===== src/rtl/spi_frame_tx_if.sv =====
// Bundle of request and serial-line signals for the SPI frame transmitter.
interface spi_frame_tx_if;
  logic       start;
  logic [7:0] command;
  logic [7:0] databyte1;
  logic [7:0] databyte2;
  logic       busy;
  logic       done;
  logic       cs;
  logic       sck;
  logic       sdo;

  modport master (
    output start, command, databyte1, databyte2,
    input  busy, done, cs, sck, sdo
  );

  modport slave (
    input  start, command, databyte1, databyte2,
    output busy, done, cs, sck, sdo
  );
endinterface


===== src/rtl/spi_frame_tx.sv =====
// Mode-0 SPI master that serialises one 24-bit {command, databyte1, databyte2} frame,
// deriving sck from clk with CLK_DIV system cycles per sck half-period.
module spi_frame_tx #(
  parameter int unsigned CLK_DIV = 4
) (
  input  logic           clk,
  input  logic           resetB,
  spi_frame_tx_if.slave  bus
);

  localparam int unsigned      DIV_W    = (CLK_DIV > 1) ? $clog2(CLK_DIV) : 1;
  localparam logic [DIV_W-1:0] DIV_LOAD = DIV_W'(CLK_DIV - 1);
  localparam logic [4:0]       LAST_BIT = 5'd23;

  typedef enum logic [2:0] {
    S_IDLE  = 3'd0,
    S_SETUP = 3'd1,
    S_HIGH  = 3'd2,
    S_LOW   = 3'd3,
    S_HOLD  = 3'd4
  } state_t;

  state_t           r_state;
  logic [DIV_W-1:0] r_div;
  logic [4:0]       r_bit;
  logic [23:0]      r_shift;
  logic             r_tail;
  logic             r_cs;
  logic             r_sck;
  logic             r_busy;
  logic             r_done;

  logic             w_div_end;
  logic [DIV_W-1:0] w_div_dec;

  assign w_div_end = (r_div == {DIV_W{1'b0}});
  assign w_div_dec = r_div - DIV_W'(1);

  // sdo is the shift register MSB, which is cleared in IDLE so the line rests low
  assign bus.cs   = r_cs;
  assign bus.sck  = r_sck;
  assign bus.sdo  = r_shift[23];
  assign bus.busy = r_busy;
  assign bus.done = r_done;

  // Frame sequencer: divider, bit counter, shift register and all line outputs
  always_ff @(posedge clk or negedge resetB) begin
    if (!resetB) begin
      r_state <= S_IDLE;
      r_div   <= DIV_LOAD;
      r_bit   <= 5'd0;
      r_shift <= 24'd0;
      r_tail  <= 1'b0;
      r_cs    <= 1'b0;
      r_sck   <= 1'b0;
      r_busy  <= 1'b0;
      r_done  <= 1'b0;
    end else begin
      if (r_state != S_IDLE) begin
        r_div <= w_div_end ? DIV_LOAD : w_div_dec;
      end else begin
        r_div <= DIV_LOAD;
      end

      case (r_state)
        S_IDLE: begin
          r_done <= 1'b0;
          r_sck  <= 1'b0;
          if (bus.start) begin
            r_shift <= {bus.command, bus.databyte1, bus.databyte2};
            r_bit   <= 5'd0;
            r_tail  <= 1'b0;
            r_cs    <= 1'b1;
            r_busy  <= 1'b1;
            r_state <= S_SETUP;
          end else begin
            r_shift <= 24'd0;
            r_cs    <= 1'b0;
            r_busy  <= 1'b0;
          end
        end
        S_SETUP: begin
          if (w_div_end) begin
            r_sck   <= 1'b1;
            r_state <= S_HIGH;
          end else begin
            r_sck   <= 1'b0;
          end
        end
        S_HIGH: begin
          if (w_div_end) begin
            r_sck   <= 1'b0;
            r_state <= S_LOW;
            // The last bit leaves one trailing low half-period before HOLD
            if (r_bit == LAST_BIT) begin
              r_tail  <= 1'b1;
            end else begin
              r_shift <= {r_shift[22:0], 1'b0};
              r_bit   <= r_bit + 5'd1;
            end
          end else begin
            r_sck   <= 1'b1;
          end
        end
        S_LOW: begin
          if (w_div_end) begin
            if (r_tail) begin
              r_state <= S_HOLD;
            end else begin
              r_sck   <= 1'b1;
              r_state <= S_HIGH;
            end
          end else begin
            r_sck   <= 1'b0;
          end
        end
        S_HOLD: begin
          if (w_div_end) begin
            r_cs    <= 1'b0;
            r_busy  <= 1'b0;
            r_done  <= 1'b1;
            r_shift <= 24'd0;
            r_state <= S_IDLE;
          end else begin
            r_sck   <= 1'b0;
          end
        end
        default: begin
          r_cs    <= 1'b0;
          r_sck   <= 1'b0;
          r_busy  <= 1'b0;
          r_done  <= 1'b0;
          r_shift <= 24'd0;
          r_state <= S_IDLE;
        end
      endcase
    end
  end

endmodule


===== src/flat_wrapper.sv =====
// flat-port wrapper written by rule: the top's interface ports become plain ports
module spi_frame_tx_flat 
#(
  parameter int unsigned CLK_DIV = 4
)
  (clk, resetB, bus_start, bus_command, bus_databyte1, bus_databyte2, bus_busy, bus_done, bus_cs, bus_sck, bus_sdo);
  spi_frame_tx_if bus_i ();
  input  logic clk;
  input  logic resetB;
  input wire logic [$bits(bus_i.start)-1:0] bus_start;
  input wire logic [$bits(bus_i.command)-1:0] bus_command;
  input wire logic [$bits(bus_i.databyte1)-1:0] bus_databyte1;
  input wire logic [$bits(bus_i.databyte2)-1:0] bus_databyte2;
  output wire logic [$bits(bus_i.busy)-1:0] bus_busy;
  output wire logic [$bits(bus_i.done)-1:0] bus_done;
  output wire logic [$bits(bus_i.cs)-1:0] bus_cs;
  output wire logic [$bits(bus_i.sck)-1:0] bus_sck;
  output wire logic [$bits(bus_i.sdo)-1:0] bus_sdo;
  assign bus_i.start = bus_start;
  assign bus_i.command = bus_command;
  assign bus_i.databyte1 = bus_databyte1;
  assign bus_i.databyte2 = bus_databyte2;
  assign bus_busy = bus_i.busy;
  assign bus_done = bus_i.done;
  assign bus_cs = bus_i.cs;
  assign bus_sck = bus_i.sck;
  assign bus_sdo = bus_i.sdo;
  spi_frame_tx #(.CLK_DIV(CLK_DIV)) u_core (.clk(clk), .resetB(resetB), .bus(bus_i));
endmodule

===== config.mk =====
export PLATFORM = sky130hd
export DESIGN_NAME = spi_frame_tx_flat
export DESIGN_NICKNAME = d
export VERILOG_FILES = /design/src/rtl/spi_frame_tx_if.sv /design/src/rtl/spi_frame_tx.sv /design/src/flat_wrapper.sv
export SDC_FILE = /design/constraint.sdc
export NUM_CORES = 1
export LEC_CHECK = 0
export ABC_AREA = 0
export CAP_MARGIN = 20
export CELL_PAD_IN_SITES_DETAIL_PLACEMENT = 0
export CELL_PAD_IN_SITES_GLOBAL_PLACEMENT = 1
export CORE_MARGIN = 5
export CORE_UTILIZATION = 41
export DETAILED_ROUTE_END_ITERATION = 6
export PLACE_DENSITY_LB_ADDON = 0.08
export SLEW_MARGIN = 10
export SYNTH_ARGS = -nofsm -noshare
export SYNTH_HDL_FRONTEND = slang
export SYNTH_SLANG_ARGS = --single-unit

===== constraint.sdc =====
create_clock -name clk -period 2.1 [get_ports clk]
set_input_delay 0.42 -clock clk [delete_from_list [all_inputs] [get_ports clk]]
set_output_delay 0.42 -clock clk [all_outputs]
set_load 0.01 [all_outputs]

==> results, run 1 <==
- In this design, the stage delay of the slowest critical-path cell is 0.73 ns.
- The number of primary I/O pins is 32.
- The most used flip-flop cell after synthesis is dfrtp_1.
- The run finished with clean final reports.
- The quantity of I/O buffers inserted on ports is 31.
- The clock transition time at the flip-flop clock pins of the worst setup and hold paths is 0.08 ns.
- The number of cells on the worst reg-to-reg path is 4.
- The share of the synthesized area in compound gates (AO/OA/AOI/OAI) is 29.8%.
- The xor/xnor cell area share of the yosys netlist is 0.404%.
- Row generation in the floorplan step produced 26 rows.
- The top-area cell type share of the netlist area is 41.5%.
- The via count of the first global-routing pass is 1938.
- The kind of capture point of the worst setup path is a register.
- The ratio of cells with drive above 1 in the final layout is 13.0%.
- The worst slew slack as a fraction of its limit is 39.8%.
- The worst setup path is launched from a register.
- The effective utilization at floorplan is 42.2%.
- The maximum number of pins on one net before global-route repair is 25.
- The post-CTS setup-driven buffer insertion count is 0.
- In the post-synthesis netlist, the biggest area contributors are dfrtp_1, o221ai_1, a22oi_1.
- The CTS tree is done.
- The sum of negative setup slack is 0 ns.
- The arrival time reported for the critical path endpoint is 2.03 ns.
- Dividing the final minimum period by the clock period gives 90.7%.
- After Yosys synthesis, and, or, nand and nor cells account for 16.3% of the synthesized area.
- The total of flip-flops plus latches after synthesis is 38.
- Of all nets on the critical path, the largest fanout is 24.
- The average cell area after synthesis is 9.64 µm².
- Counting distinct cell types in the post-synthesis netlist gives 44.
- The startpoint of the worst-slack reg-to-reg timing path is u_core.r_bit[0].
- The number of endpoints with negative hold slack in the final report is 0.
- The arithmetic-cell share of the synthesized area counting full adders, half adders and majority gates is 1.73%.
- The number of buffers created by CTS is 5.
- The number of antenna diodes in the final layout is 0.
- The clock tree root buffer cell is clkbuf_8.
- The first global-routing pass estimated 9.40 mm of wire.
- The post-synthesis mux area share is 1.38%.
- For this block, the routed nets add up to 5.57 mm of wire.
- By count the netlist is led by dfrtp_1, nand2_1, o21ai_0.
- The Yosys step of the flow raised 0 warnings.
- The most numerous cell in the Yosys netlist is dfrtp_1.
- The overall via count from detail_route is 1940.
- The number of DRC markers in iteration 0 is 202.
- The signal on the critical path passes through ha_1 > nand4b_2 > and2_1 > o221ai_1.
- Counting the fill cells in the layout gives 491.
- The clock passes through at most 2 buffers.
- The endpoint of the most critical register-to-register path is u_core.r_shift[5].
- The first TritonRoute pass finished after 4 iterations.
- The detailed-route wire length per cell is 17.2 µm.
- Global routing finished with a remaining overflow of 0.
- The congestion estimate from routability-driven global placement came to 0.793.
- The critical path in this run is classified as register to register.
- The sequential share of the synthesized area is 43.9%.
- The worst setup skew after layout is 0.00727 ns.
- The combinational family with the most area after synthesis is compound AO/OA/AOI/OAI gates.
- In this run the worst hold path is classified as primary input to async pin.
- When the netlist entered floorplanning its net count stood at 255.
- The transition time of the tightest slew-check pin is 0.903 ns.
- Global routing used 17.8% of the available tracks.
- In this run, post-CTS repair resized a total of 0 instances.
- The number of buffers added to fix hold violations after cts is 0.
- Setup repair after global routing left no endpoint under its margin.
- The library cell occupying the most area in the post-synthesis netlist is dfrtp_1.
- The slowest stage of the critical path belongs to the cell and2_1.
- For this run, the post-layout net count is 283.
- Detailed placement ended at an HPWL of 3.72 mm.
- The peak supply drop is 816 µV.
- The die is 82.7 µm tall.
- After detailed routing, the number of remaining DRC violations is 0.
- The area of the die is 0.00685 mm².
- The post-route worst setup slack is 0.194 ns.
- The cell count after synthesis is 225.
- The achievable frequency is 525 MHz.
- Among cell families on the critical path, the largest total delay comes from simple AND/OR/NAND/NOR gates.
- The die extent in x is 82.7 µm.
- The number of buffers and inverters on the critical path is 0.
- The area growth from synthesis to layout is 23.8%.
- The design draws 3970 µW.
- The critical path starts at u_core.r_bit[0].
- Before CTS, the worst setup slack after placement is 0.175 ns.
- The max-slew violation count is 0.
- The area of the placeable core is 0.00514 mm².
- The worst path in the final design needs a cycle of 1.91 ns, including I/O delays and setup.
- The source-to-sink clock delay at the later pin of the worst-skew pair is 0.29 ns.
- After synthesis, the share of flip-flops with an asynchronous set or reset is 100%.
- The deepest level of the CTS H-tree is 2.
- For this design the static power due to leakage is 0.00110 µW.
- Counting flops with a built-in enable in the synthesized netlist gives 0.
- CTS saw 38 sinks.
- The antenna violation net count after detailed routing is 0.
- The power per standard cell area is 1480 mW/mm².
- The number of maximum-capacitance constraint violations is 0.
- The mapped cell area is 0.00217 mm².
- The reg2reg setup slack is 0.19 ns.
- The data required time of the critical path is 2.23 ns.
- The via count normalized by instance count is 5.99.
- The initial antenna violation count came to 0.
- The final number of setup-violating endpoints is 0.
final cells by class:
| type | count | area [µm²] | area share, % |
|---|---|---|---|
| multi-input combinational | 158 | 1080 | 40.1 |
| timing repair buffer | 45 | 410 | 15.3 |
| tap | 70 | 87.6 | 3.26 |
| sequential | 38 | 953 | 35.5 |
| inverter | 5 | 18.8 | 0.699 |
| clock inverter | 3 | 68.8 | 2.56 |
| clock buffer | 5 | 68.8 | 2.56 |
sequential cells by signal, summed over array words and instances (netlist names):
| name | flops |
|---|---|
| u_core.r_shift | 24 |
| u_core.r_bit | 5 |
| u_core.r_state | 3 |
| u_core.r_div | 2 |
| u_core.bus.cs | 1 |
| u_core.bus.done | 1 |
| u_core.bus.sck | 1 |
| u_core.r_tail | 1 |
cells by family after synthesis:
group / Yosys count
fa+ha+maj: 3
simple gates: 59
flops: 38
mux: 3
compound gates: 92
buf+inv: 29
xor+xnor: 1
cells in the final DEF (no fill, tap or decap), drive strengths merged, types with 2 or more instances in the layout:
| cell | netlist | final |
|---|---|---|
| a21oi | 3 | 3 |
| a22oi | 22 | 22 |
| a31o | 2 | 2 |
| a31oi | 2 | 2 |
| and3 | 2 | 2 |
| and3b | 2 | 2 |
| buf | 17 | 15 |
| bufinv | 0 | 2 |
| clkbuf | 7 | 5 |
| clkdlybuf4s50 | 0 | 30 |
| dfrtp | 36 | 36 |
| dfstp | 2 | 2 |
| ha | 3 | 3 |
| inv | 5 | 5 |
| mux2i | 3 | 3 |
| nand2 | 29 | 29 |
| nand3 | 5 | 5 |
| nand3b | 3 | 3 |
| nor2 | 3 | 3 |
| nor2b | 3 | 3 |
| nor4b | 2 | 2 |
| o2111ai | 2 | 2 |
| o211ai | 5 | 5 |
| o21ai | 30 | 30 |
| o221ai | 23 | 23 |
routing by layer:
metal / vias up / track usage (%) / wire [µm]
met1: 968 / 24.2 / 2600
met2: 48 / 28.2 / 2630
met4: 0 / 5.56 / 72
met3: 8 / 4.01 / 272
met5: - / 0 / 0
li1: 916 / - / -
report_power, final:
group	switching (µW)	internal, µW
sequential	348	1080
clock	273	476
combinational	942	849
total	1560	2410
worst max path at each step:
stage,to,slack [ns],depth (start not counted)
after global routing,u_core.r_shift[22],0.03,4
after floorplan,u_core.r_shift[10],0.36,7
after global placement,u_core.r_bit[1],0.19,3
after CTS,u_core.r_shift[11],0.19,4
final,u_core.r_shift[5],0.19,4
after detailed placement,u_core.r_shift[11],0.18,5
metrics by stage:
stage | instances | cell area (µm²) | hold slack (ns) | util [%]
global route | 324 | 2690 | 0.0512 | 52.2
CTS | 324 | 2690 | 0.0402 | 52.2
global placement | 316 | 2550 | 0.363 | 49.6
detailed placement | 316 | 2550 | 0.361 | 49.6
floorplan | 225 | 2170 | 0.124 | -
finish | 324 | 2690 | 0.0376 | 52.2
Note: power is estimated with default switching activity, not from simulation.
==> run 2: changes to the inputs <==
- CORE_UTILIZATION: 41 -> 45
- clock period: 2.1 -> 2.27 ns (I/O delays scaled with it)
==> results, run 2 (synthesis gave the netlist of run 1 again) <==
- The achievable frequency came to 560 MHz (+6.6%).
- The antenna violation net count after detailed routing came to 0 (unchanged).
- The worst hold slack across all endpoints is 0.274 ns (+0.237 ns).
- The routability congestion estimate is 0.807 (+1.8%).
- The root buffer cell chosen for the clock tree is clkbuf_8.
- The number of buffers between clock root and the deepest sink is 2 (unchanged).
- The clock transition time at the flip-flop clock pins of the worst setup and hold paths is 0.08 ns (about the same).
- The final worst-path cycle share is 78.7% (-12 points).
- The routed wire length is 5.68 mm (+1.9%).
- The deepest level of the CTS H-tree came to 2 (unchanged).
- The depth of the most critical reg-to-reg path came to 5 (+1).
- The worst setup skew after layout came to 0.00793 ns (+0.000664 ns).
- The overall via count from detail_route is 1941 (+0.052%).
- The post-CTS setup-driven buffer insertion count is 0 (unchanged).
- The net total in the final layout is 284 (+0.35%).
- The effective utilization at floorplan is 46.2% (+4.0 points).
- The source-to-sink clock delay at the later pin of the worst-skew pair is 0.29 ns (about the same).
- In the final layout, the registers with the most flip-flops are u_core.r_shift x24, u_core.r_bit x5, u_core.r_state x3.
- The detailed-route wire length per cell came to 18.4 µm (+6.8%).
- The total congestion overflow came to 0 (unchanged).
- The via count normalized by instance count is 6.28 (+4.9%).
- The sum of negative setup slack came to 0 ns (unchanged).
- The number of maximum-capacitance constraint violations is 0 (unchanged).
- The detailed-routing iteration count for the pre-antenna-repair pass is 4 (unchanged).
- The largest fanout on the critical path came to 9 (-63%).
- From synthesis to final layout, the design area changed by 21.0%.
- The die extent in x is 79.4 µm (-4.0%).
- The wire length of the first global-routing pass is 9.78 mm (+4.0%).
- The number of DRC markers in iteration 0 was 87 (-57%).
- The post-layout minimum cycle time is 1.79 ns (-0.118 ns).
- The worst slew slack as a fraction of its limit is 41.6% (+1.8 points).
- The area of the placeable core was 0.00469 mm² (-8.7%).
- The maximum number of pins on one net before global-route repair is 39 (+56%).
- The final number of setup-violating endpoints is 0 (unchanged).
- Setup repair after global routing left no endpoint under its margin.
- Ranked by flip-flop count, first place goes to u_core.r_shift.
- The data required time of the critical path is 2.45 ns (+0.22 ns).
- The ratio of cells with drive above 1 in the final layout is 12.9% (-0.051 points).
- The antenna cell count came to 0 (unchanged).
- The power per standard cell area is 1340 mW/mm² (-9.3%).
- By startpoint and endpoint, the worst setup path is classified as register to register.
- The type of element launching the critical path is a register.
- The number of endpoints with negative hold slack in the final report is 0 (unchanged).
- The peak supply drop is 600 µV (-26%).
- The post-cts repair resize count came to 0 (unchanged).
- The die height came to 79.4 µm (-4.0%).
- The layout filler cell count was 412 (-16%).
- The number of buffers added to fix hold violations after cts is 0 (unchanged).
- The worst hold path belongs to the class primary input to async pin.
- The number of sinks handled by clock tree synthesis is 38 (unchanged).
- The row count is 25 (-3.8%).
- The share of the core filled with cells in the final layout is 56.0% (+3.7 points).
- The flow ran to the end, and the final reports show no timing, DRC or antenna violations.
- The max-slew violation count was 0 (unchanged).
- The transition time of the tightest slew-check pin is 0.876 ns (-0.0267 ns).
- The number of primary I/O pins is 32 (unchanged).
- The overall power was 3520 µW (-11%).
- The CTS tree is done.
- The leakage power summed over all cells is 0.00108 µW (-1.3%).
- The via count of the first global-routing pass is 2017 (+4.1%).
- The post-DP HPWL was 3.93 mm (+5.6%).
- The library cell used most frequently in the layout, excluding fill and tap cells, is dfrtp_1.
- The area of the die came to 0.00631 mm² (-7.8%).
- The global router's overall resource usage is 19.4% (+1.6 points).
- The DRC violations left was 0 (unchanged).
- The initial antenna violation count was 0 (unchanged).
- The arrival time reported for the critical path endpoint is 1.97 ns (-0.06 ns).
- The quantity of I/O buffers inserted on ports is 31 (unchanged).
- The kind of capture point of the worst setup path is a register.
- The flip-flop count of the largest register after layout is 24 (unchanged).
- The library cells used most frequently in the layout, excluding fill and tap cells, are dfrtp_1, clkdlybuf4s50_1, nand2_1, o21ai_0, o221ai_1.
- The number of buffers created by CTS was 5 (unchanged).
[run 2: cell types whose count changed in the layout (fill, tap and decap cells not counted)]
cell       change
bufinv_16      -2
clkbuf_1       +1
clkinv_4       -1
clkbuf_8       +1
buf_4          +1
clkinv_2       +1
[run 2: per-stage QoR]
| stage | cell area, µm² | setup slack, ns | instances |
|---|---|---|---|
| after floorplan | 2170 | 0.528 | 225 |
| after global placement | 2530 | 0.403 | 301 |
| after detailed placement | 2530 | 0.333 | 301 |
| after CTS | 2630 | 0.473 | 309 |
| after global routing | 2630 | 0.324 | 309 |
| final | 2630 | 0.483 | 309 |
[run 2: power breakdown]
part | switching (µW) | internal (µW)
registers | 289 | 1000
logic | 931 | 823
clock network | 234 | 245
total | 1450 | 2070
[run 2: final cells by class]
class	instances	area [µm²]	share of cell area, %
clock inverter	1	5.00	0.191
tap	54	67.6	2.57
timing repair buffer	46	418	15.9
clock buffer	7	86.3	3.29
multi-input combinational	158	1080	41.0
inverter	5	18.8	0.715
sequential	38	953	36.3
[run 2: critical path, cell delays in order, from the launching register on]
cell	delay, ns
dfstp_2	0.37
inv_1	0.09
ha_1	0.43
nor4bb_1	0.42
nand2_1	0.15
a31o_1	0.22
[run 2: path summary, 6_finish.rpt]
kind	from	slack, ns	to
max	u_core.r_div[0]	0.48	u_core.r_bit[1]
min	resetB	0.27	u_core.r_shift[6]
max reg2reg	u_core.r_div[0]	0.48	u_core.r_bit[1]
min reg2reg	u_core.r_bit[0]	0.51	u_core.r_bit[0]
max in group asynchronous	resetB	1.44	u_core.r_shift[15]
min in group clk	u_core.r_bit[0]	0.51	u_core.r_bit[0]
[run 2: routing by layer]
metal	vias up	GRT usage, %	share of wire, %	wire length, µm
met5	-	0	0	0
met2	56	32.9	50	2860
met4	0	5.67	1.3	72
met3	8	4.63	5.3	300
met1	960	24.5	43	2440
li1	917	-	-	-
